--- config.mk ---
export PLATFORM = sky130hd
export DESIGN_NAME = popcount_seq
export DESIGN_NICKNAME = d
export VERILOG_FILES = /design/src/rtl/popcount_pkg.sv /design/src/rtl/popcount_chunk.sv /design/src/rtl/popcount_seq.sv
export SDC_FILE = /design/constraint.sdc
export NUM_CORES = 1
export LEC_CHECK = 0
export CAP_MARGIN = 20
export CORE_MARGIN = 2
export CORE_UTILIZATION = 40
export CTS_CLUSTER_SIZE = 14
export DETAILED_ROUTE_END_ITERATION = 16
export GPL_ROUTABILITY_DRIVEN = 0
export PLACE_DENSITY = 0.7
export SYNTH_ARGS = -nofsm -noshare
export SYNTH_HDL_FRONTEND = slang
export SYNTH_HIERARCHICAL = 1
export SYNTH_SLANG_ARGS = --single-unit
export TNS_END_PERCENT = 30
--- constraint.sdc ---
create_clock -name clk -period 6.3 [get_ports clk]
set_input_delay 0.945 -clock clk [delete_from_list [all_inputs] [get_ports clk]]
set_output_delay 0.945 -clock clk [all_outputs]
set_load 0.01 [all_outputs]
--- src/rtl/popcount_pkg.sv ---
// Shared types and sizing helpers for the sequential population counter.
// Used by popcount_chunk and popcount_seq.

package popcount_pkg;

  // Controller states: waiting for a word, counting chunks, presenting a result.
  typedef enum logic [1:0] {
    IDLE = 2'd0,
    BUSY = 2'd1,
    DONE = 2'd2
  } pc_state_t;

  // Bits needed to hold a count of 0..n ones.
  function automatic int count_width(input int n);
    return $clog2(n + 1);
  endfunction

  // Bits needed to index n chunks.
  // One chunk still needs a 1-bit index register.
  function automatic int idx_width(input int n);
    return (n > 1) ? $clog2(n) : 1;
  endfunction

endpackage : popcount_pkg

--- src/rtl/popcount_chunk.sv ---
// Combinational ones counter for one CHUNK-bit slice of the word.
// The result is $clog2(CHUNK+1) bits wide, so an all-ones chunk fits.

module popcount_chunk
  import popcount_pkg::*;
#(
  parameter  int CHUNK = 4,
  localparam int CNT_W = count_width(CHUNK)
) (
  input  logic [CHUNK-1:0] data_i,
  output logic [CNT_W-1:0] count_o
);

  // Sum the individual bits of the slice.
  always_comb begin
    // NOTE: assigning a default before the loop keeps this purely combinational (no latch).
    count_o = '0;
    for (int i = 0; i < CHUNK; i++) begin
      count_o = count_o + CNT_W'(data_i[i]);
    end
  end

endmodule : popcount_chunk

--- src/rtl/popcount_seq.sv ---
// Multi-cycle population counter with valid/ready on both sides.
// A word is captured on accept, then counted CHUNK bits per cycle from the
// low end of a shift register. After NCHUNK cycles the count is presented
// and held until the consumer takes it.
// Optional feature: define POPCOUNT_PARITY_EN to add out_parity, which is
// the XOR of the accepted word (the LSB of the count).

module popcount_seq
  import popcount_pkg::*;
#(
  parameter  int WIDTH   = 32,
  parameter  int CHUNK   = 4,
  localparam int COUNT_W = $clog2(WIDTH + 1)
) (
  input  logic               clk,
  input  logic               rst,
  input  logic               clear,
  input  logic               in_valid,
  output logic               in_ready,
  input  logic [WIDTH-1:0]   in_data,
  output logic               out_valid,
  input  logic               out_ready,
`ifdef POPCOUNT_PARITY_EN
  output logic               out_parity,
`endif
  output logic [COUNT_W-1:0] out_count
);

  localparam int NCHUNK = WIDTH / CHUNK;
  localparam int CNT_W  = count_width(CHUNK);
  localparam int IDX_W  = idx_width(NCHUNK);

  localparam logic [IDX_W-1:0] LAST_IDX = IDX_W'(NCHUNK - 1);

  // Reject configurations that cannot split the word into whole chunks.
  if (WIDTH < 1 || CHUNK < 1 || (WIDTH % CHUNK) != 0) begin : g_bad_cfg
    $error("popcount_seq: WIDTH (%0d) must be a non-zero multiple of CHUNK (%0d)",
           WIDTH, CHUNK);
  end

  pc_state_t            state_q, state_d;
  logic [WIDTH-1:0]     shreg_q, shreg_d;
  logic [IDX_W-1:0]     idx_q,   idx_d;
  logic [COUNT_W-1:0]   acc_q,   acc_d;
  logic [CNT_W-1:0]     chunk_ones;

  // The low chunk of the shift register is the slice counted this cycle.
  popcount_chunk #(
    .CHUNK (CHUNK)
  ) u_chunk (
    .data_i  (shreg_q[CHUNK-1:0]),
    .count_o (chunk_ones)
  );

  // Next-state, datapath updates and handshake outputs.
  always_comb begin
    state_d   = state_q;
    shreg_d   = shreg_q;
    idx_d     = idx_q;
    acc_d     = acc_q;
    in_ready  = 1'b0;
    out_valid = 1'b0;

    unique case (state_q)
      IDLE: begin
        in_ready = 1'b1;
        if (in_valid) begin
          shreg_d = in_data;
          acc_d   = '0;
          idx_d   = '0;
          state_d = BUSY;
        end
      end

      BUSY: begin
        // The per-chunk sum is zero-extended; acc cannot exceed WIDTH.
        acc_d   = acc_q + COUNT_W'(chunk_ones);
        shreg_d = shreg_q >> CHUNK;
        idx_d   = idx_q + IDX_W'(1);
        if (idx_q == LAST_IDX) begin
          idx_d   = '0;
          state_d = DONE;
        end
      end

      DONE: begin
        out_valid = 1'b1;
        if (out_ready) begin
          state_d = IDLE;
        end
      end

      default: begin
        state_d = IDLE;
      end
    endcase

    // Abort wins over any accept or output handshake in the same cycle.
    if (clear) begin
      state_d = IDLE;
      shreg_d = '0;
      idx_d   = '0;
      acc_d   = '0;
    end
  end

  // State and datapath registers.
  // NOTE: reset is asynchronous so a word in flight is dropped at once, not at the next edge.
  always_ff @(posedge clk or posedge rst) begin
    if (rst) begin
      state_q <= IDLE;
      shreg_q <= '0;
      idx_q   <= '0;
      acc_q   <= '0;
    end else begin
      // NOTE: non-blocking assignments so every register samples the pre-edge values.
      state_q <= state_d;
      shreg_q <= shreg_d;
      idx_q   <= idx_d;
      acc_q   <= acc_d;
    end
  end

  // The accumulator is the result; it only changes in BUSY, so it is held in DONE.
  assign out_count = acc_q;

`ifdef POPCOUNT_PARITY_EN
  // The XOR of the word equals the LSB of its ones count.
  assign out_parity = acc_q[0];
`endif

endmodule : popcount_seq

==> impl_metrics.json <==
{
  "status": "completed",
  "slowest_stage": "clkdlybuf4s50_1",
  "drive_above_1_share_pct": 19.3,
  "syn_inst": 181,
  "grt_pass1_wl_um": 7470,
  "core_um2": 5440,
  "cts_buffer_depth": 2,
  "p_int_w": 0.000487,
  "fin_crit_ns": 2.80,
  "syn_to_final_growth_pct": 29.5,
  "cts_made_buffers": 5,
  "hold_path_class": "reg2reg",
  "num_rows": 27,
  "vias": 1653,
  "io_pins": 45,
  "nets": 268,
  "fin_tns_setup_ns": 0,
  "arrival_ns": 2.99,
  "via_per_inst": 5.60,
  "die_area_um2": 6150,
  "clk_pin_slew_worst_paths_ns": 0.08,
  "die_w_um": 78.4,
  "critPathMaxFanout": 41,
  "cts_tree": "yes",
  "seq_power_share_pct": 48.1,
  "power_density_nw_per_um2": 224,
  "antenna_left": 0,
  "finClkSkew_ns": 0.00818,
  "path_class": "in2reg",
  "clock_sinks": 43,
  "syn-num-nets": 227,
  "irDropWorstVdd_mv": 0.110,
  "wl_per_cell_um": 15.5,
  "finalSetupViolations": 0,
  "path_cells": "clkdlybuf4s50_1 > inv_1 > buf_4 > nand2_1 > buf_16 > mux2_1",
  "synth_area_leader_cell": "dfrtp_1",
  "synth-seq-cells": 43,
  "post_synth.cell_area_avg_um2": 12.2,
  "syn_area_um2": 2220,
  "cap_violations": 0,
  "maxClockFrequency_mhz": 357,
  "drc_errors": 0,
  "first_iter_violations": 98,
  "switching_share_pct": 24.3,
  "port_buffers": 44,
  "pwr-share-clk_pct": 35.0,
  "drtPass1Iterations": 4,
  "grtUsageTotal_pct": 15.4,
  "slowest_delay_ns": 0.49,
  "p_leak_nw": 1.27,
  "slew_headroom_pct": 60.1,
  "clock_latency_ns": 0.29,
  "grt_max_degree": 44,
  "crit_cells": 6,
  "pre_cts_slack_ns": 3.16,
  "cts-root-buf": "clkbuf_8",
  "start_kind": "input port",
  "dp_hpwl_um": 3010,
  "yosysUniqueCellTypes": 34,
  "yosys-top-cells-area": "dfrtp_1 (49%), mux2_2 (14%), a32o_1 (13%)",
  "switchingPower_w": 0.000156,
  "n_fill_cell": 475,
  "hold_viol": 0,
  "rsz0062_at_grt": "false",
  "worstHoldPathCells": 1,
  "holdBufCountCts": 0,
  "cts_resized": 0,
  "start_util_pct": 40.7,
  "wl_um": 4580,
  "grt.overflow.total": 0,
  "n_antenna_cell": 0,
  "grt_pass1_vias": 1502,
  "cts_setup_buffers": 0,
  "final_cell_mix": "clkdlybuf4s50_1 (44), dfrtp_1 (43), a32o_1 (29), mux2_2 (27)",
  "h-tree-depth": 2,
  "crit_buf_inv": 4,
  "worst_pin_slew_ns": 0.597,
  "setup_slack_ns": 3.50,
  "antenna_found_initial": 0,
  "finalCritPeriodShare_pct": 44.5,
  "ys_warn_count": 6,
  "critPathCaptureType": "flip-flop",
  "synth_top_area_share_pct": 48.6,
  "maxSlewViolCount": 0,
  "crit_family": "buffers and inverters",
  "p_comb_share_pct": 16.9,
  "yosysSeqAreaShare_pct": 48.6,
  "final_common_cell": "clkdlybuf4s50_1",
  "crit_required_ns": 6.48,
  "reg2reg_depth": 9,
  "die_h_um": 78.4
}
[Yosys cell counts]
| cell type | count |
|---|---|
| o211ai_1 | 2 |
| mux2_1 | 1 |
| nor3b_2 | 1 |
| mux2_2 | 27 |
| xor2_1 | 1 |
| o21bai_2 | 1 |
| buf_4 | 1 |
| fa_1 | 2 |
| mux2i_1 | 1 |
| o31a_1 | 1 |
| and2_1 | 1 |
| nand3_1 | 10 |
| nor2_1 | 3 |
| or3b_4 | 1 |
| a21o_1 | 1 |
| a32o_1 | 29 |
| dfrtp_1 | 43 |
| nand2_1 | 1 |
| o21a_1 | 1 |
| or4_1 | 1 |
| o21ai_0 | 6 |
| buf_2 | 4 |
| a21oi_1 | 2 |
| a22o_1 | 4 |
| inv_1 | 10 |
| ha_1 | 7 |
| nor3_1 | 3 |
| a2bb2oi_1 | 1 |
| and2b_1 | 1 |
| nor2b_1 | 1 |
| a31oi_1 | 1 |
| a211oi_1 | 1 |
| nand2b_1 | 1 |
| clkbuf_1 | 10 |
[metal layers]
metal | vias up | routed length (µm) | track usage [%]
met5 | - | 0 | 0
met4 | 0 | 44 | 3.68
met3 | 7 | 221 | 4.14
met2 | 40 | 2080 | 21.8
met1 | 833 | 2230 | 23.3
li1 | 773 | - | -
[path summary, 6_finish.rpt]
| path | start | to | slack, ns |
|---|---|---|---|
| worst max-delay path | clear | shreg_q[12] | 3.50 |
| worst min-delay path | shreg_q[12] | shreg_q[12] | 0.50 |
| worst max register to register | shreg_q[0] | out_count[3] | 3.76 |
| worst min register to register | shreg_q[12] | shreg_q[12] | 0.50 |
| max in group asynchronous | rst | shreg_q[5] | 4.84 |
| min in group asynchronous | rst | out_count[1] | 1.07 |
[power by group through the flow]
stage	Sequential, W	Clock (W)	Combinational (W)
4_1_cts	0.000309	0.000231	0.000109
3_3_place_gp	0.000314	0	0.000105
6_report	0.000309	0.000225	0.000109
5_1_grt	0.000312	0.000241	0.000120
2_1_floorplan	0.000312	0	0.0000645
3_5_place_dp	0.000315	0	0.000108
[cell families (layout without fill, tap and decap cells)]
logic type | Yosys count | in the layout | synth area share [%]
mux | 29 | 29 | 14.7
xor+xnor | 1 | 1 | 0.395
fa+ha+maj | 9 | 9 | 5.76
flops | 43 | 43 | 48.6
buf+inv | 25 | 67 | 4.63
simple gates | 24 | 24 | 6.21
compound gates | 50 | 50 | 19.8
[state kept, by name (all words and copies together), names as in the netlist]
signal     cells
idx_q          3
out_count      6
shreg_q       32
state_q        2
[through the flow]
step | utilization, % | total power [W] | cells | cell area [µm²] | hold WS, ns
after floorplan | - | 0.000376 | 181 | 2220 | 0.458
after global placement | 49.8 | 0.000419 | 285 | 2710 | 0.474
after detailed placement | 50.3 | 0.000423 | 286 | 2740 | 0.477
after CTS | 52.5 | 0.000649 | 294 | 2860 | 0.504
after global routing | 52.8 | 0.000673 | 295 | 2870 | 0.514
final | 52.8 | 0.000643 | 295 | 2870 | 0.501
[cell type report]
type,instances,area [µm²],area share [%]
repair buffers,49,505,17.6
inverters,10,37.5,1.31
multi-input cells,113,1040,36.4
well taps,72,90.1,3.14
flip-flops and latches,43,1080,37.5
clock inverters,2,35.0,1.22
clock buffers,6,82.6,2.88
Power figures use the tool's default switching activity.
